===== config.mk =====
export PLATFORM = sky130hd
export DESIGN_NAME = pipe_stall_ctrl_flat
export DESIGN_NICKNAME = d
export VERILOG_FILES = /design/src/rtl/pipe_stall_ctrl_if.sv /design/src/rtl/pipe_stall_ctrl.sv /design/src/flat_wrapper.sv
export SDC_FILE = /design/constraint.sdc
export NUM_CORES = 1
export LEC_CHECK = 0
export ABC_CLOCK_PERIOD_IN_PS = 2700
export CORE_ASPECT_RATIO = 0.8
export CORE_MARGIN = 1.5
export CORE_UTILIZATION = 34
export DETAILED_ROUTE_END_ITERATION = 10
export MAX_ROUTING_LAYER = met4
export PLACE_DENSITY = 0.89
export SETUP_SLACK_MARGIN = 0.05
export SLEW_MARGIN = 20
export SYNTH_ARGS = -nofsm -noshare
export SYNTH_HDL_FRONTEND = slang
export SYNTH_SLANG_ARGS = --single-unit

===== constraint.sdc =====
create_clock -name clk -period 2.7 [get_ports clk]
set_clock_uncertainty 0.05 [all_clocks]
set_input_delay 0.27 -clock clk [delete_from_list [all_inputs] [get_ports clk]]
set_output_delay 0.27 -clock clk [all_outputs]
set_load 0.02 [all_outputs]

===== src/rtl/pipe_stall_ctrl_if.sv =====
// pipe_stall_ctrl_if: hazard/status inputs and pipeline-register controls
// exchanged between the pipeline datapath and the stall controller.
//   master : pipeline side; drives hazard/memory status, receives controls
//   slave  : controller side; receives status, drives write enables/bubbles
interface pipe_stall_ctrl_if;
   logic       IDEX_memread;
   logic [4:0] IDEX_rt;
   logic [4:0] IFID_rs;
   logic [4:0] IFID_rt;
   logic       branch_taken;
   logic       mem_req;
   logic       mem_ready;
   logic       PCWrite;
   logic       IFIDWrite;
   logic       IDEXWrite;
   logic       EXMEMWrite;
   logic       IFIDFlush;
   logic       IDEXBubble;
   logic       MEMWBBubble;

   modport master (
      output IDEX_memread, IDEX_rt, IFID_rs, IFID_rt,
             branch_taken, mem_req, mem_ready,
      input  PCWrite, IFIDWrite, IDEXWrite, EXMEMWrite,
             IFIDFlush, IDEXBubble, MEMWBBubble
   );

   modport slave (
      input  IDEX_memread, IDEX_rt, IFID_rs, IFID_rt,
             branch_taken, mem_req, mem_ready,
      output PCWrite, IFIDWrite, IDEXWrite, EXMEMWrite,
             IFIDFlush, IDEXBubble, MEMWBBubble
   );
endinterface


===== src/rtl/pipe_stall_ctrl.sv =====
// pipe_stall_ctrl: prioritised stall/flush sequencer for the 5-stage MIPS
// pipe. Combines load-use stalls, taken-branch flushes and data-memory wait
// freezing; halts the pipe (sticky mem_err) if memory never answers.
// Ports:
//   clk, rst_n    clock, asynchronous active-low reset
//   bus (slave)   hazard/memory status in, pipeline register controls out
//   mem_err       sticky memory-timeout error
//   ctrl_state    0 RUN, 1 MEMWAIT, 2 HALT
//   stall_cycles  saturating count of cycles with PCWrite=0
//   flush_count   saturating count of IF/ID flushes
// Parameter MEM_TIMEOUT (1..255): tolerated wait count before HALT.
// Macro PIPE_PERF_CNT_EN: builds the performance counters; when undefined
// stall_cycles/flush_count are tied to zero.
module pipe_stall_ctrl #(
   parameter int unsigned MEM_TIMEOUT = 15
) (
   input  logic                   clk,
   input  logic                   rst_n,
   pipe_stall_ctrl_if.slave       bus,
   output logic                   mem_err,
   output logic [1:0]             ctrl_state,
   output logic [31:0]            stall_cycles,
   output logic [15:0]            flush_count
);

   localparam int unsigned WCW = $clog2(MEM_TIMEOUT + 1);
   localparam logic [WCW-1:0] TIMEOUT_V = WCW'(MEM_TIMEOUT);
   localparam logic [WCW-1:0] ONE_V     = WCW'(1);

   typedef enum logic [1:0] {
      RUN     = 2'd0,
      MEMWAIT = 2'd1,
      HALT    = 2'd2
   } state_t;

   state_t         state, state_nxt;
   logic [WCW-1:0] wait_cnt, wait_cnt_nxt;
   logic           lu;
   logic           mem_stall;

   logic pc_write, ifid_write, idex_write, exmem_write;
   logic ifid_flush, idex_bubble, memwb_bubble, err;

   // Register $0 is hard-wired zero, so a load targeting it never stalls.
   assign lu = bus.IDEX_memread && (bus.IDEX_rt != 5'd0) &&
               ((bus.IDEX_rt == bus.IFID_rs) || (bus.IDEX_rt == bus.IFID_rt));
   assign mem_stall = bus.mem_req && !bus.mem_ready;

   // State register
   always_ff @(posedge clk or negedge rst_n) begin
      if (!rst_n) begin
         state    <= RUN;
         wait_cnt <= '0;
      end else begin
         state    <= state_nxt;
         wait_cnt <= wait_cnt_nxt;
      end
   end

   // Next-state logic
   always_comb begin
      state_nxt    = state;
      wait_cnt_nxt = wait_cnt;
      unique case (state)
         RUN: begin
            if (mem_stall) begin
               state_nxt    = MEMWAIT;
               wait_cnt_nxt = ONE_V;
            end
         end
         MEMWAIT: begin
            // Once in MEMWAIT only mem_ready matters; mem_req is not re-checked.
            if (bus.mem_ready) begin
               state_nxt    = RUN;
               wait_cnt_nxt = '0;
            end else if (wait_cnt == TIMEOUT_V) begin
               state_nxt = HALT;
            end else begin
               wait_cnt_nxt = wait_cnt + ONE_V;
            end
         end
         HALT: begin
            state_nxt = HALT;
         end
         default: begin
            state_nxt    = RUN;
            wait_cnt_nxt = '0;
         end
      endcase
   end

   // Output logic
   always_comb begin
      pc_write     = 1'b1;
      ifid_write   = 1'b1;
      idex_write   = 1'b1;
      exmem_write  = 1'b1;
      ifid_flush   = 1'b0;
      idex_bubble  = 1'b0;
      memwb_bubble = 1'b0;
      err          = 1'b0;
      if (!rst_n) begin
         // Hold the pipe inert while reset is asserted.
         pc_write     = 1'b0;
         ifid_write   = 1'b0;
         idex_write   = 1'b0;
         exmem_write  = 1'b0;
         idex_bubble  = 1'b1;
         memwb_bubble = 1'b1;
      end else begin
         unique case (state)
            RUN: begin
               if (mem_stall) begin
                  pc_write     = 1'b0;
                  ifid_write   = 1'b0;
                  idex_write   = 1'b0;
                  exmem_write  = 1'b0;
                  memwb_bubble = 1'b1;
               end else if (bus.branch_taken) begin
                  // Flushing ID also kills any load-use dependent, so no stall.
                  ifid_flush  = 1'b1;
                  idex_bubble = 1'b1;
               end else if (lu) begin
                  pc_write    = 1'b0;
                  ifid_write  = 1'b0;
                  idex_bubble = 1'b1;
               end
            end
            MEMWAIT: begin
               if (!bus.mem_ready) begin
                  pc_write     = 1'b0;
                  ifid_write   = 1'b0;
                  idex_write   = 1'b0;
                  exmem_write  = 1'b0;
                  memwb_bubble = 1'b1;
               end
            end
            default: begin
               pc_write     = 1'b0;
               ifid_write   = 1'b0;
               idex_write   = 1'b0;
               exmem_write  = 1'b0;
               memwb_bubble = 1'b1;
               err          = 1'b1;
            end
         endcase
      end
   end

   assign bus.PCWrite     = pc_write;
   assign bus.IFIDWrite   = ifid_write;
   assign bus.IDEXWrite   = idex_write;
   assign bus.EXMEMWrite  = exmem_write;
   assign bus.IFIDFlush   = ifid_flush;
   assign bus.IDEXBubble  = idex_bubble;
   assign bus.MEMWBBubble = memwb_bubble;
   assign mem_err         = err;
   assign ctrl_state      = state;

`ifdef PIPE_PERF_CNT_EN
   logic [31:0] stall_q;
   logic [15:0] flush_q;

   always_ff @(posedge clk or negedge rst_n) begin
      if (!rst_n) begin
         stall_q <= '0;
         flush_q <= '0;
      end else begin
         if (!pc_write && (stall_q != '1))
            stall_q <= stall_q + 32'd1;
         if (ifid_flush && (flush_q != '1))
            flush_q <= flush_q + 16'd1;
      end
   end

   assign stall_cycles = stall_q;
   assign flush_count  = flush_q;
`else
   assign stall_cycles = '0;
   assign flush_count  = '0;
`endif

endmodule

===== src/flat_wrapper.sv =====
// flat-port wrapper written by rule: the top's interface ports become plain ports
module pipe_stall_ctrl_flat 
#(
   parameter int unsigned MEM_TIMEOUT = 15
)
  (clk, rst_n, mem_err, ctrl_state, stall_cycles, flush_count, bus_IDEX_memread, bus_IDEX_rt, bus_IFID_rs, bus_IFID_rt, bus_branch_taken, bus_mem_req, bus_mem_ready, bus_PCWrite, bus_IFIDWrite, bus_IDEXWrite, bus_EXMEMWrite, bus_IFIDFlush, bus_IDEXBubble, bus_MEMWBBubble);
  pipe_stall_ctrl_if bus_i ();
  input  logic clk;
  input  logic rst_n;
  output logic mem_err;
  output logic [1:0] ctrl_state;
  output logic [31:0] stall_cycles;
  output logic [15:0] flush_count;
  input wire logic [$bits(bus_i.IDEX_memread)-1:0] bus_IDEX_memread;
  input wire logic [$bits(bus_i.IDEX_rt)-1:0] bus_IDEX_rt;
  input wire logic [$bits(bus_i.IFID_rs)-1:0] bus_IFID_rs;
  input wire logic [$bits(bus_i.IFID_rt)-1:0] bus_IFID_rt;
  input wire logic [$bits(bus_i.branch_taken)-1:0] bus_branch_taken;
  input wire logic [$bits(bus_i.mem_req)-1:0] bus_mem_req;
  input wire logic [$bits(bus_i.mem_ready)-1:0] bus_mem_ready;
  output wire logic [$bits(bus_i.PCWrite)-1:0] bus_PCWrite;
  output wire logic [$bits(bus_i.IFIDWrite)-1:0] bus_IFIDWrite;
  output wire logic [$bits(bus_i.IDEXWrite)-1:0] bus_IDEXWrite;
  output wire logic [$bits(bus_i.EXMEMWrite)-1:0] bus_EXMEMWrite;
  output wire logic [$bits(bus_i.IFIDFlush)-1:0] bus_IFIDFlush;
  output wire logic [$bits(bus_i.IDEXBubble)-1:0] bus_IDEXBubble;
  output wire logic [$bits(bus_i.MEMWBBubble)-1:0] bus_MEMWBBubble;
  assign bus_i.IDEX_memread = bus_IDEX_memread;
  assign bus_i.IDEX_rt = bus_IDEX_rt;
  assign bus_i.IFID_rs = bus_IFID_rs;
  assign bus_i.IFID_rt = bus_IFID_rt;
  assign bus_i.branch_taken = bus_branch_taken;
  assign bus_i.mem_req = bus_mem_req;
  assign bus_i.mem_ready = bus_mem_ready;
  assign bus_PCWrite = bus_i.PCWrite;
  assign bus_IFIDWrite = bus_i.IFIDWrite;
  assign bus_IDEXWrite = bus_i.IDEXWrite;
  assign bus_EXMEMWrite = bus_i.EXMEMWrite;
  assign bus_IFIDFlush = bus_i.IFIDFlush;
  assign bus_IDEXBubble = bus_i.IDEXBubble;
  assign bus_MEMWBBubble = bus_i.MEMWBBubble;
  pipe_stall_ctrl #(.MEM_TIMEOUT(MEM_TIMEOUT)) u_core (.clk(clk), .rst_n(rst_n), .bus(bus_i), .mem_err(mem_err), .ctrl_state(ctrl_state), .stall_cycles(stall_cycles), .flush_count(flush_count));
endmodule

; Yosys cells after proc, flatten, opt, wreduce, memory -nomap -nowiden
; Index checks and enable logic that the tools add are counted.
[totals]
register_bits = 6
output_inout_bits = 58
elab_cells = 54
[classes]
add_sub_neg = 1
n_eq_ne = 8
muxes = 32
bitwise = 1
reduce_logical = 10
[ops]
columns = op, n
row1 = $mux 1, 21
row2 = $mux 4, 3
row3 = $pmux 4 s3, 1
row4 = $eq 5x5->1, 2
row5 = $mux 2, 3
row6 = $pmux 1 s2, 3
row7 = $pmux 2 s3, 1
row8 = $reduce_bool 5->1, 1
row9 = $add 4x1->4 const B, 1
row10 = $eq 4x4->1 const B, 1
row11 = $logic_and 1x1->1, 3
row12 = $ne 3x2->1 const B, 1
row13 = $ne 3x3->1 const B, 1
row14 = $reduce_and 3->1, 1
row15 = $eq 2x1->1 const B, 1
row16 = $eq 2x2->1 const B, 1
row17 = $logic_not 2->1, 1
row18 = $ne 2x1->1 const B, 1
row19 = $reduce_and 2->1, 1
row20 = $reduce_or 2->1, 1
row21 = $logic_not 1->1, 1
row22 = $logic_or 1x1->1, 1
row23 = $not 1->1, 1

; Logic depth before layout (Yosys ltp)
; Gate-level depths: netlist of run 1.
[depth]
word_depth = 8
mapped_depth = 6
ltp_nobuf = 5

; Worst setup path after synthesis of run 1
; No wires, ideal clock.
[synth_timing]
path_type = register -> output
start = register u_core.state[0], in the netlist u_core.ctrl_state[0]
end = output bus_PCWrite
t_arrival_ns = 1.683
path_slack_ns = 0.697
stages_incl_launch_ff = 6
path_cell_list = dfrtp_1 nor2_1 o211ai_1 inv_1 o21a_1 buf_4
[synth_via]
elab_chain_len = 3
[synth_rtl]
columns = item, line
row1 = "start, declared", pipe_stall_ctrl.sv:36  ; state_t state, state_nxt;
row2 = "start signal, assigned", pipe_stall_ctrl.sv:55  ; state <= state_nxt;
row3 = $eq 2x1->1 / $logic_not 2->1 (equally long branches), -
row4 = $pmux 1 s2 *, -
row5 = $mux 1 *, -
row6 = "end, declared", flat_wrapper.sv:21  ; output wire logic [$bits(bus_i.PCWrite)-1:0] bus_PCWrite;
; Every way passes the cells marked *; elsewhere a longest branch is shown, timed or not.

; Final worst setup path of run 1
[layout_timing]
start = input bus_IDEX_rt[0]
end = output bus_PCWrite
[layout_via]
elab_chain_len = 8
[layout_rtl]
columns = item, line
row1 = "start, declared", flat_wrapper.sv:15  ; input wire logic [$bits(bus_i.IDEX_rt)-1:0] bus_IDEX_rt;
row2 = $eq 5x5->1 / $reduce_bool 5->1 (equally long branches), "pipe_stall_ctrl.sv:46, pipe_stall_ctrl.sv:45"
row3 = $logic_or 1x1->1 / $logic_and 1x1->1 (equally long branches), "pipe_stall_ctrl.sv:46, pipe_stall_ctrl.sv:45"
row4 = $logic_and 1x1->1 *, pipe_stall_ctrl.sv:45  ; assign lu = bus.IDEX_memread && (bus.IDEX_rt != 5'd0) &&
row5 = $mux 1 *, pipe_stall_ctrl.sv:123  ; end else if (lu) begin
row6 = $mux 1 *, pipe_stall_ctrl.sv:119  ; end else if (bus.branch_taken) begin
row7 = $mux 1 *, pipe_stall_ctrl.sv:113  ; if (mem_stall) begin
row8 = $pmux 1 s2 *, pipe_stall_ctrl.sv:111  ; unique case (state)
row9 = $mux 1 *, pipe_stall_ctrl.sv:102  ; if (!rst_n) begin
; Marked as above.

==> results of run 1 <==
-- cells in the final DEF, fill, tap and decap left out, types with 2 or more instances in the layout --
master / count
conb_1: 48
clkdlybuf4s50_1: 29
xor2_1: 10
nand2_1: 7
dfrtp_1: 6
nor2_1: 5
inv_1: 4
a21oi_1: 4
clkbuf_4: 3
o211ai_1: 2
nor3_1: 2
a211oi_1: 2
o21a_1: 2
and3_1: 2
o21ai_0: 2
nand3_1: 2
buf_4: 2
-- cells by family after synthesis --
group,Yosys count
other cells,1
simple gates,21
compound gates,19
mux,1
fa+ha+maj,1
buf+inv,56
xor+xnor,10
flops,6
-- final cells by class --
cell class	count	area, um^2
sequential	6	150
inverter	4	15.0
fill	236	1390
tap	36	45.0
timing repair buffer	32	318
multi-input combinational	100	518
clock buffer	3	22.5
-- how the worst max path moves through the flow --
stage | end | slack, ps
5_1_grt | bus_PCWrite | 50
2_1_floorplan | bus_PCWrite | 700
6_report | bus_PCWrite | 130
4_1_cts | bus_PCWrite | 110
3_5_place_dp | bus_PCWrite | 110
3_3_place_gp | bus_IFIDWrite | 150
-- metal layers --
layer,routed length [um],vias to the layer above
li1,-,347
met1,636,320
met2,887,34
met3,101,4
met4,16,0
met5,0,-
-- state kept, by name, summed over array words and instances, names as in the netlist --
signal             flops
u_core.wait_cnt        4
u_core.ctrl_state      2
-- what timing repair did --
item                                    4_1_cts  5_1_grt
setup buffers                                 0        0
resized for setup                             0        1
endpoints found under the setup margin        0        2
-- where the power goes --
| group | switching, mW | internal [mW] |
|---|---|---|
| logic | 0.109 | 0.0639 |
| clock network | 0.0332 | 0.0503 |
| registers | 0.0107 | 0.0970 |
-- through the flow --
| step | hold WS (ps) | cells | setup WS (ps) | power [mW] | utilization (%) |
|---|---|---|---|---|---|
| global placement | 518 | 178 | 149 | 0.279 | 42.4 |
| finish | 310 | 181 | 130 | 0.364 | 43.4 |
| global route | 320 | 181 | 52.6 | 0.390 | 43.4 |
| CTS | 302 | 181 | 113 | 0.366 | 43.3 |
| floorplan | -75.6 | 162 | 697 | 0.273 | - |
| detailed placement | 525 | 178 | 113 | 0.280 | 42.4 |
-- synth_stat cells (2+ instances only) --
cell      instances
nand2_1           7
buf_4            50
inv_1             4
a21oi_1           4
o211ai_1          2
nor3_1            2
a211oi_1          2
o21ai_0           2
xor2_1           10
clkbuf_1          2
nand3_1           2
nor2_1            5
o21a_1            2
dfrtp_1           6
and3_1            2
-- critical path, delay by kind of cell --
kind                   cells  cell delay [ps]
buffers and inverters      2             1070
AOI/OAI and AO/OA          2              320
and+or+nand+nor            2              600
==> metrics.md, run 1 <==
| Metric | Value |
|---|---|
| CTS root buf | `clkbuf_4` |
| Die area | `2930 um^2` |
| Critical Path RT | `2380 ps` |
| Io pins | `79` |
| Main flop type after synthesis | `dfrtp_1` |
| Slew Viols, Final | `0` |
| Max Cap Viol | `0` |
| First drt pass iteration count | `4` |
| Final wirelength | `1.64 mm` |
| Worst setup path start | `bus_IDEX_rt[0]` |
| Cells on worst reg2reg path | `5` |
| Netlist Area Pre-Place | `890 um^2` |
| Skew-Pair Late Insertion Delay | `250 ps` |
| Post-DR vias/cell | `3.90` |
| Total core area | `2460 um^2` |
| CTS tree | `built` |
| Clk slew on worst S/H paths | `50 ps` |
| Post-synthesis average cell area | `7.74 um^2` |
| DRC Markers | `0` |
| Cells after Synth | `115` |
| Post-route cell area | `1070 um^2` |
| Post-synth cell types | `28` |
| Critical Path Max Stage Delay | `610 ps` |
| Hold Crit Class | `in2async` |
| EDFF count, synth | `0` |
| Share of Yosys cell area claimed by the top area cell type | `42.2%` |
| Final net count | `169` |
| Synth area leader | `buf_4` |
| ANT cells | `0` |
| FF-to-FF End | `u_core.wait_cnt[0]$_DFFE_PN0P_` |
| Final period util | `95.2%` |
| Largest family of logic cells by synthesized area | `buffers and inverters` |
| Max Clock Freq | `389 MHz` |
| Worst VDD drop | `0.100 mV` |
| Simple-Gate Fraction of Synth Area | `11.1%` |
| Layout cells sized above 1 | `3.45%` |
| Total CTS buffers | `3` |
| Hold_buf cts | `0` |
| CP max stage cell | `clkdlybuf4s50_1` |
| Grt ovf | `0` |
| Vias after detailed routing | `705` |
| Global Route Usage Sum | `11.4%` |
| Post-synthesis compound-gate area fraction | `14.5%` |
| GR Util met3 | `2.67%` |
| Critical path arrival | `2250 ps` |
| Layout area overhead | `20.1%` |
| Met2 GRT Util | `17.6%` |
| Wirelength per Cell | `9.07 um` |
| H-tree depth | `1` |
| Chip width | `60.2 um` |
| Setup_tns | `0 ps` |
| Crit Reg-Reg Startpoint | `u_core.wait_cnt[0]$_DFFE_PN0P_` |
| Crit end category | `output pin` |
| Fin crit period | `2570 ps` |
| Routing usage on met1 | `13.2%` |
| Top post-synthesis cells by area | `buf_4 42%, dfrtp_1 17%, xor2_1 9.8%, nand2_1 3.0%, a21oi_1 2.3%` |
| Reg2reg setup slack | `1130 ps` |
| Status | `complete, no violations` |
| Hpwl dp | `1.37 mm` |
| Largest net degree at the start of global routing | `16` |
| Initial DRC Count | `50` |
| Startpoint class of the critical path | `primary input` |
| Leakage | `0.517 nW` |
| RSZ-0062 raised after global routing | `false` |
| XOR/XNOR share of the synthesized area | `9.85%` |
| CP max FO | `3` |
| Port Buffers | `30` |
| Vias in the first global route | `591` |
| #FFs+latches synth | `6` |
| Post-synth ARST share | `100%` |
| Row cnt | `16` |
| Dpl cell area | `1040 um^2` |
| Post-synthesis sequential area ratio | `16.9%` |
| Chip Height | `48.8 um` |
| Initial Util | `36.1%` |
| Number of routed nets with antenna violations | `0` |
| Post-synthesis adder-cell area fraction | `1.41%` |
| Crit-path cells | `clkdlybuf4s50_1, or4_1, o21a_1, nand2_1, o21a_1, clkdlybuf4s50_1` |
| Routability cong. | `0.776` |
| PD cells | `341 nW/um^2` |
| Sink Count | `6` |
| First-pass GRT wire length | `2.50 mm` |
| Multiplexer share of the synthesized area | `1.13%` |
| GR peak layer | `met2` |
| Worst Setup Path Type | `in2out` |
| Longest Clk Path Bufs | `2` |
| Syn. warnings | `0` |
| Initial antenna violation count | `0` |
| Final hold violations | `0` |
| Final setup fails | `0` |
No activity file was read; power rests on OpenSTA's default activity.
==> inputs of run 2 (changes only) <==
--- a/config.mk
+++ b/config.mk
@@ -10,6 +10,7 @@
 export CORE_MARGIN = 1.5
 export CORE_UTILIZATION = 34
 export DETAILED_ROUTE_END_ITERATION = 10
+export GPL_TIMING_DRIVEN = 0
 export MAX_ROUTING_LAYER = met4
 export PLACE_DENSITY = 0.89
 export SETUP_SLACK_MARGIN = 0.05
==> metrics.md, run 2 (synthesis results as in run 1) <==
| Metric | Value |
|---|---|
| RSZ-0062 raised after global routing | `false` |
| Dpl cell area | `1410 um^2` |
| DRC Markers | `0` |
| Final Core Density | `58.3%` |
| Initial DRC Count | `50` |
| Post-Layout Cell Count | `231` |
| Row cnt | `16` |
| Setup Buffers After CTS | `0` |
| Most common cell after layout, fill and taps aside | `buf_4` |
| CTS root buf | `clkbuf_4` |
| Initial Util | `36.1%` |
| CTS tree | `built` |
| Vias in the first global route | `667` |
| Final hold violations | `0` |
| Met2 GRT Util | `22.8%` |
| Wirelength per Cell | `8.38 um` |
| Port Buffers | `30` |
| Final period util | `92.3%` |
| Worst Setup Path Type | `in2out` |
| Layout cells sized above 1 | `27.2%` |
| Vias after detailed routing | `839` |
| Sink Count | `6` |
| Slew Viols, Final | `0` |
| Commonest cells after routing, fill and taps aside | `50 x buf_4, 48 x conb_1, 28 x clkdlybuf4s50_1` |
| Leakage | `0.785 nW` |
| Largest net degree at the start of global routing | `11` |
| Grt ovf | `0` |
| First-pass GRT wire length | `2.86 mm` |
| GR Util met3 | `4.01%` |
| Worst VDD drop | `0.134 mV` |
| Skew-Pair Late Insertion Delay | `250 ps` |
| Dpl cells | `228` |
| Chip Height | `48.8 um` |
| Final setup fails | `0` |
| First drt pass iteration count | `6` |
| Fillcell total | `230` |
| Layout area overhead | `61.3%` |
| Hold Crit Class | `in2async` |
| Post-route cell area | `1440 um^2` |
| Initial antenna violation count | `0` |
| Global Route Usage Sum | `13.2%` |
| Clk slew on worst S/H paths | `40 ps` |
| Post-DR vias/cell | `3.63` |
| Setup_tns | `0 ps` |
| Top reg by flops | `u_core.wait_cnt` |
| Io pins | `79` |
| Longest Clk Path Bufs | `2` |
| ANT cells | `0` |
| Critical Path RT | `2380 ps` |
| Routability cong. | `0.740` |
| Routing usage on met1 | `14.1%` |
| Max Cap Viol | `0` |
| GR peak layer | `met2` |
| Chip width | `60.2 um` |
| Total CTS buffers | `3` |
| Total core area | `2460 um^2` |
| Critical path arrival | `2170 ps` |
| Max reg flops | `4` |
| Final net count | `219` |
| H-tree depth | `1` |
| CP max FO | `3` |
| PD cells | `293 nW/um^2` |
| Crit end category | `output pin` |
| Hpwl dp | `1.68 mm` |
| Startpoint class of the critical path | `primary input` |
| Hold_buf cts | `0` |
| Die area | `2930 um^2` |
| Fin crit period | `2490 ps` |
| Max Clock Freq | `401 MHz` |
| Final wirelength | `1.94 mm` |
| Number of routed nets with antenna violations | `0` |
| Status | `complete, no violations` |
==> run 2: changes by cell type in the layout (fill, tap and decap cells not counted) <==
cell             previous run  this run
buf_4                       2        50
clkbuf_1                    0         2
clkdlybuf4s50_1            29        28
dlygate4sd2_1               0         1
==> run 2: area by class of cell <==
class                      instances  area (um^2)  area share (%)
clock buffer                       3         22.5            1.57
tap                               36         45.0            3.14
inverter                           4         15.0            1.05
buffer                            52          383            26.7
sequential                         6          150            10.5
timing repair buffer              30          302            21.0
multi-input combinational        100          518            36.1
==> run 2: worst paths after layout <==
| kind | depth (start not counted) | end | slack, ps | from |
|---|---|---|---|---|
| max | 6 | bus_IDEXBubble | 210 | bus_IDEX_rt[2] |
| min | 1 | u_core.wait_cnt[3]$_DFFE_PN0P_ | 260 | rst_n |
| max reg2reg | 6 | u_core.wait_cnt[0]$_DFFE_PN0P_ | 1070 | u_core.wait_cnt[0]$_DFFE_PN0P_ |
| min reg2reg | 2 | u_core.wait_cnt[1]$_DFFE_PN0P_ | 540 | u_core.wait_cnt[1]$_DFFE_PN0P_ |
| min in group clk | 2 | u_core.wait_cnt[1]$_DFFE_PN0P_ | 540 | u_core.wait_cnt[1]$_DFFE_PN0P_ |
| max in group asynchronous | 1 | u_core.wait_cnt[1]$_DFFE_PN0P_ | 2060 | rst_n |
==> run 2: power by group <==
part	internal [mW]	switching, mW	total (mW)	leakage (nW)
Clock	0.0503	0.0333	0.0836	0.0138
Sequential	0.0971	0.00881	0.106	0.0796
Combinational	0.110	0.121	0.232	0.691
==> run 2: routing by layer <==
layer / vias to the layer above / wire (um)
li1: 447 / -
met1: 356 / 754
met2: 36 / 1040
met3: 0 / 136
met4: 0 / 0
met5: - / 0
==> run 2: worst max-delay path: stages <==
cell and delay, ps:
clkdlybuf4s50_1 490, or4_1 520, o21a_1 190, nand2_1 70, o211ai_1 80, clkdlybuf4s50_1 560
==> run 2: repair_timing <==
| item | in CTS | in global routing |
|---|---|---|
| setup endpoints to repair | 1 | 1 |
| gates resized for setup | 1 | 1 |
| endpoints found under the hold margin | 0 | 0 |
==> run 2: stage by stage <==
| stage | worst slack, ps | hold WS, ps | power [mW] |
|---|---|---|---|
| floorplan | 697 | -75.6 | 0.273 |
| global placement | 26.5 | 517 | 0.333 |
| detailed placement | 16.4 | 522 | 0.336 |
| CTS | 104 | 262 | 0.422 |
| global route | 111 | 290 | 0.447 |
| finish | 208 | 265 | 0.421 |
==> inputs of run 3 (changes only) <==
--- a/config.mk
+++ b/config.mk
@@ -14,6 +14,7 @@
 export MAX_ROUTING_LAYER = met4
 export PLACE_DENSITY = 0.89
 export SETUP_SLACK_MARGIN = 0.05
+export SKIP_CTS_REPAIR_TIMING = 1
 export SLEW_MARGIN = 20
 export SYNTH_ARGS = -nofsm -noshare
 export SYNTH_HDL_FRONTEND = slang
==> metrics.md, run 3 (synthesis results as in run 1) <==
| Metric | Value |
|---|---|
| Status | `complete, no violations` |
| Hpwl dp | `1.68 mm` |
| First-pass GRT wire length | `2.86 mm` |
| Die area | `2930 um^2` |
| Port Buffers | `30` |
| Row cnt | `16` |
| Critical Path Max Stage Delay | `560 ps` |
| Final wirelength | `1.94 mm` |
| Buf/Inv on CP | `2` |
| Total core area | `2460 um^2` |
| Top delay family on crit path | `buffers and inverters` |
| Chip width | `60.2 um` |
| Worst VDD drop | `0.134 mV` |
| Startpoint class of the critical path | `primary input` |
| Crit end category | `output pin` |
| Grt ovf | `0` |
| Longest Clk Path Bufs | `2` |
| Layout cells sized above 1 | `27.2%` |
| Vias in the first global route | `667` |
| Critical Path RT | `2380 ps` |
| Wirelength per Cell | `8.38 um` |
| DRC Markers | `0` |
| CTS root buf | `clkbuf_4` |
| Crit-path cells | `clkdlybuf4s50_1, or4_1, o21a_1, nand2_1, o211ai_1, clkdlybuf4s50_1` |
| Worst Setup Path Type | `in2out` |
| Most used cell, CP | `clkdlybuf4s50_1` |
| Sink Count | `6` |
| Chip Height | `48.8 um` |
| Initial antenna violation count | `0` |
| Most common cell after layout, fill and taps aside | `buf_4` |
| Hold Crit Class | `in2async` |
| Max reg flops | `4` |
| Final period util | `92.3%` |
| Total CTS buffers | `3` |
| Max Clock Freq | `401 MHz` |
| Io pins | `79` |
| Routability cong. | `0.740` |
| Final net count | `219` |
| Leakage | `0.795 nW` |
| Commonest cells after routing, fill and taps aside | `50 x buf_4, 48 x conb_1, 28 x clkdlybuf4s50_1` |
| Post-DR vias/cell | `3.63` |
| Top reg by flops | `u_core.wait_cnt` |
| Final hold violations | `0` |
| Fin crit period | `2490 ps` |
| First drt pass iteration count | `6` |
| Clk slew on worst S/H paths | `40 ps` |
| Critical path arrival | `2170 ps` |
| ANT cells | `0` |
| Initial Util | `36.1%` |
| Skew-Pair Late Insertion Delay | `250 ps` |
| Global Route Usage Sum | `13.2%` |
| Vias after detailed routing | `839` |
| PD cells | `293 nW/um^2` |
| CTS tree | `built` |
| Largest net degree at the start of global routing | `11` |
| CP max stage cell | `clkdlybuf4s50_1` |
| Hold Worst Slack | `265 ps` |
| Max Cap Viol | `0` |
| Layout area overhead | `61.7%` |
| Number of routed nets with antenna violations | `0` |
| Slew Viols, Final | `0` |
| Final setup fails | `0` |
| Setup_tns | `0 ps` |
| Initial DRC Count | `50` |
| CP max FO | `3` |
| RSZ-0062 raised after global routing | `false` |
| H-tree depth | `1` |
run 3: cell type report:
class	count	area (um^2)
sequential	6	150
tap	36	45.0
timing repair buffer	30	305
inverter	4	15.0
clock buffer	3	22.5
multi-input combinational	100	518
fill	228	1020
buffer	52	383
run 3: power by group:
part | switching, mW | leakage (nW) | internal (mW) | total, mW
logic | 0.121 | 0.701 | 0.111 | 0.232
registers | 0.00881 | 0.0796 | 0.0971 | 0.106
clock network | 0.0333 | 0.0138 | 0.0503 | 0.0836
total | 0.163 | 0.795 | 0.258 | 0.422
run 3: layer usage:
metal / track usage (%) / up-vias / routed length (um)
li1: - / 447 / -
met1: 14.1 / 356 / 754
met2: 22.8 / 36 / 1040
met3: 4.01 / 0 / 136
met4: 4.07 / 0 / 0
met5: - / - / 0
run 3: final timing paths:
kind,slack (ps),depth (start not counted),startpoint,to
max in group asynchronous,2060,1,rst_n,u_core.wait_cnt[1]$_DFFE_PN0P_
worst min-delay path,260,1,rst_n,u_core.wait_cnt[3]$_DFFE_PN0P_
worst max register to register,1070,6,u_core.wait_cnt[0]$_DFFE_PN0P_,u_core.wait_cnt[0]$_DFFE_PN0P_
worst max-delay path,210,6,bus_IDEX_rt[2],bus_IDEXBubble
min in group clk,540,2,u_core.wait_cnt[1]$_DFFE_PN0P_,u_core.wait_cnt[1]$_DFFE_PN0P_
worst min register to register,540,2,u_core.wait_cnt[1]$_DFFE_PN0P_,u_core.wait_cnt[1]$_DFFE_PN0P_
run 3: through the flow:
step	setup WS, ps	area, um^2	instances	utilization (%)	total power, mW
2_1_floorplan	697	1070	162	-	0.273
3_3_place_gp	26.5	1410	228	57.3	0.333
3_5_place_dp	16.4	1410	228	57.3	0.336
4_1_cts	16.4	1430	231	58.2	0.423
5_1_grt	111	1440	231	58.4	0.448
6_report	208	1440	231	58.4	0.422
run 3: worst register-to-register path: cells and delay by family (launching register included):
family / cells / cell delay (ps)
AO/OA/AOI/OAI: 2 / 270
adder cells (fa/ha/maj): 1 / 270
buffers and inverters: 1 / 150
flip-flops: 1 / 420
AND/OR/NAND/NOR: 2 / 380
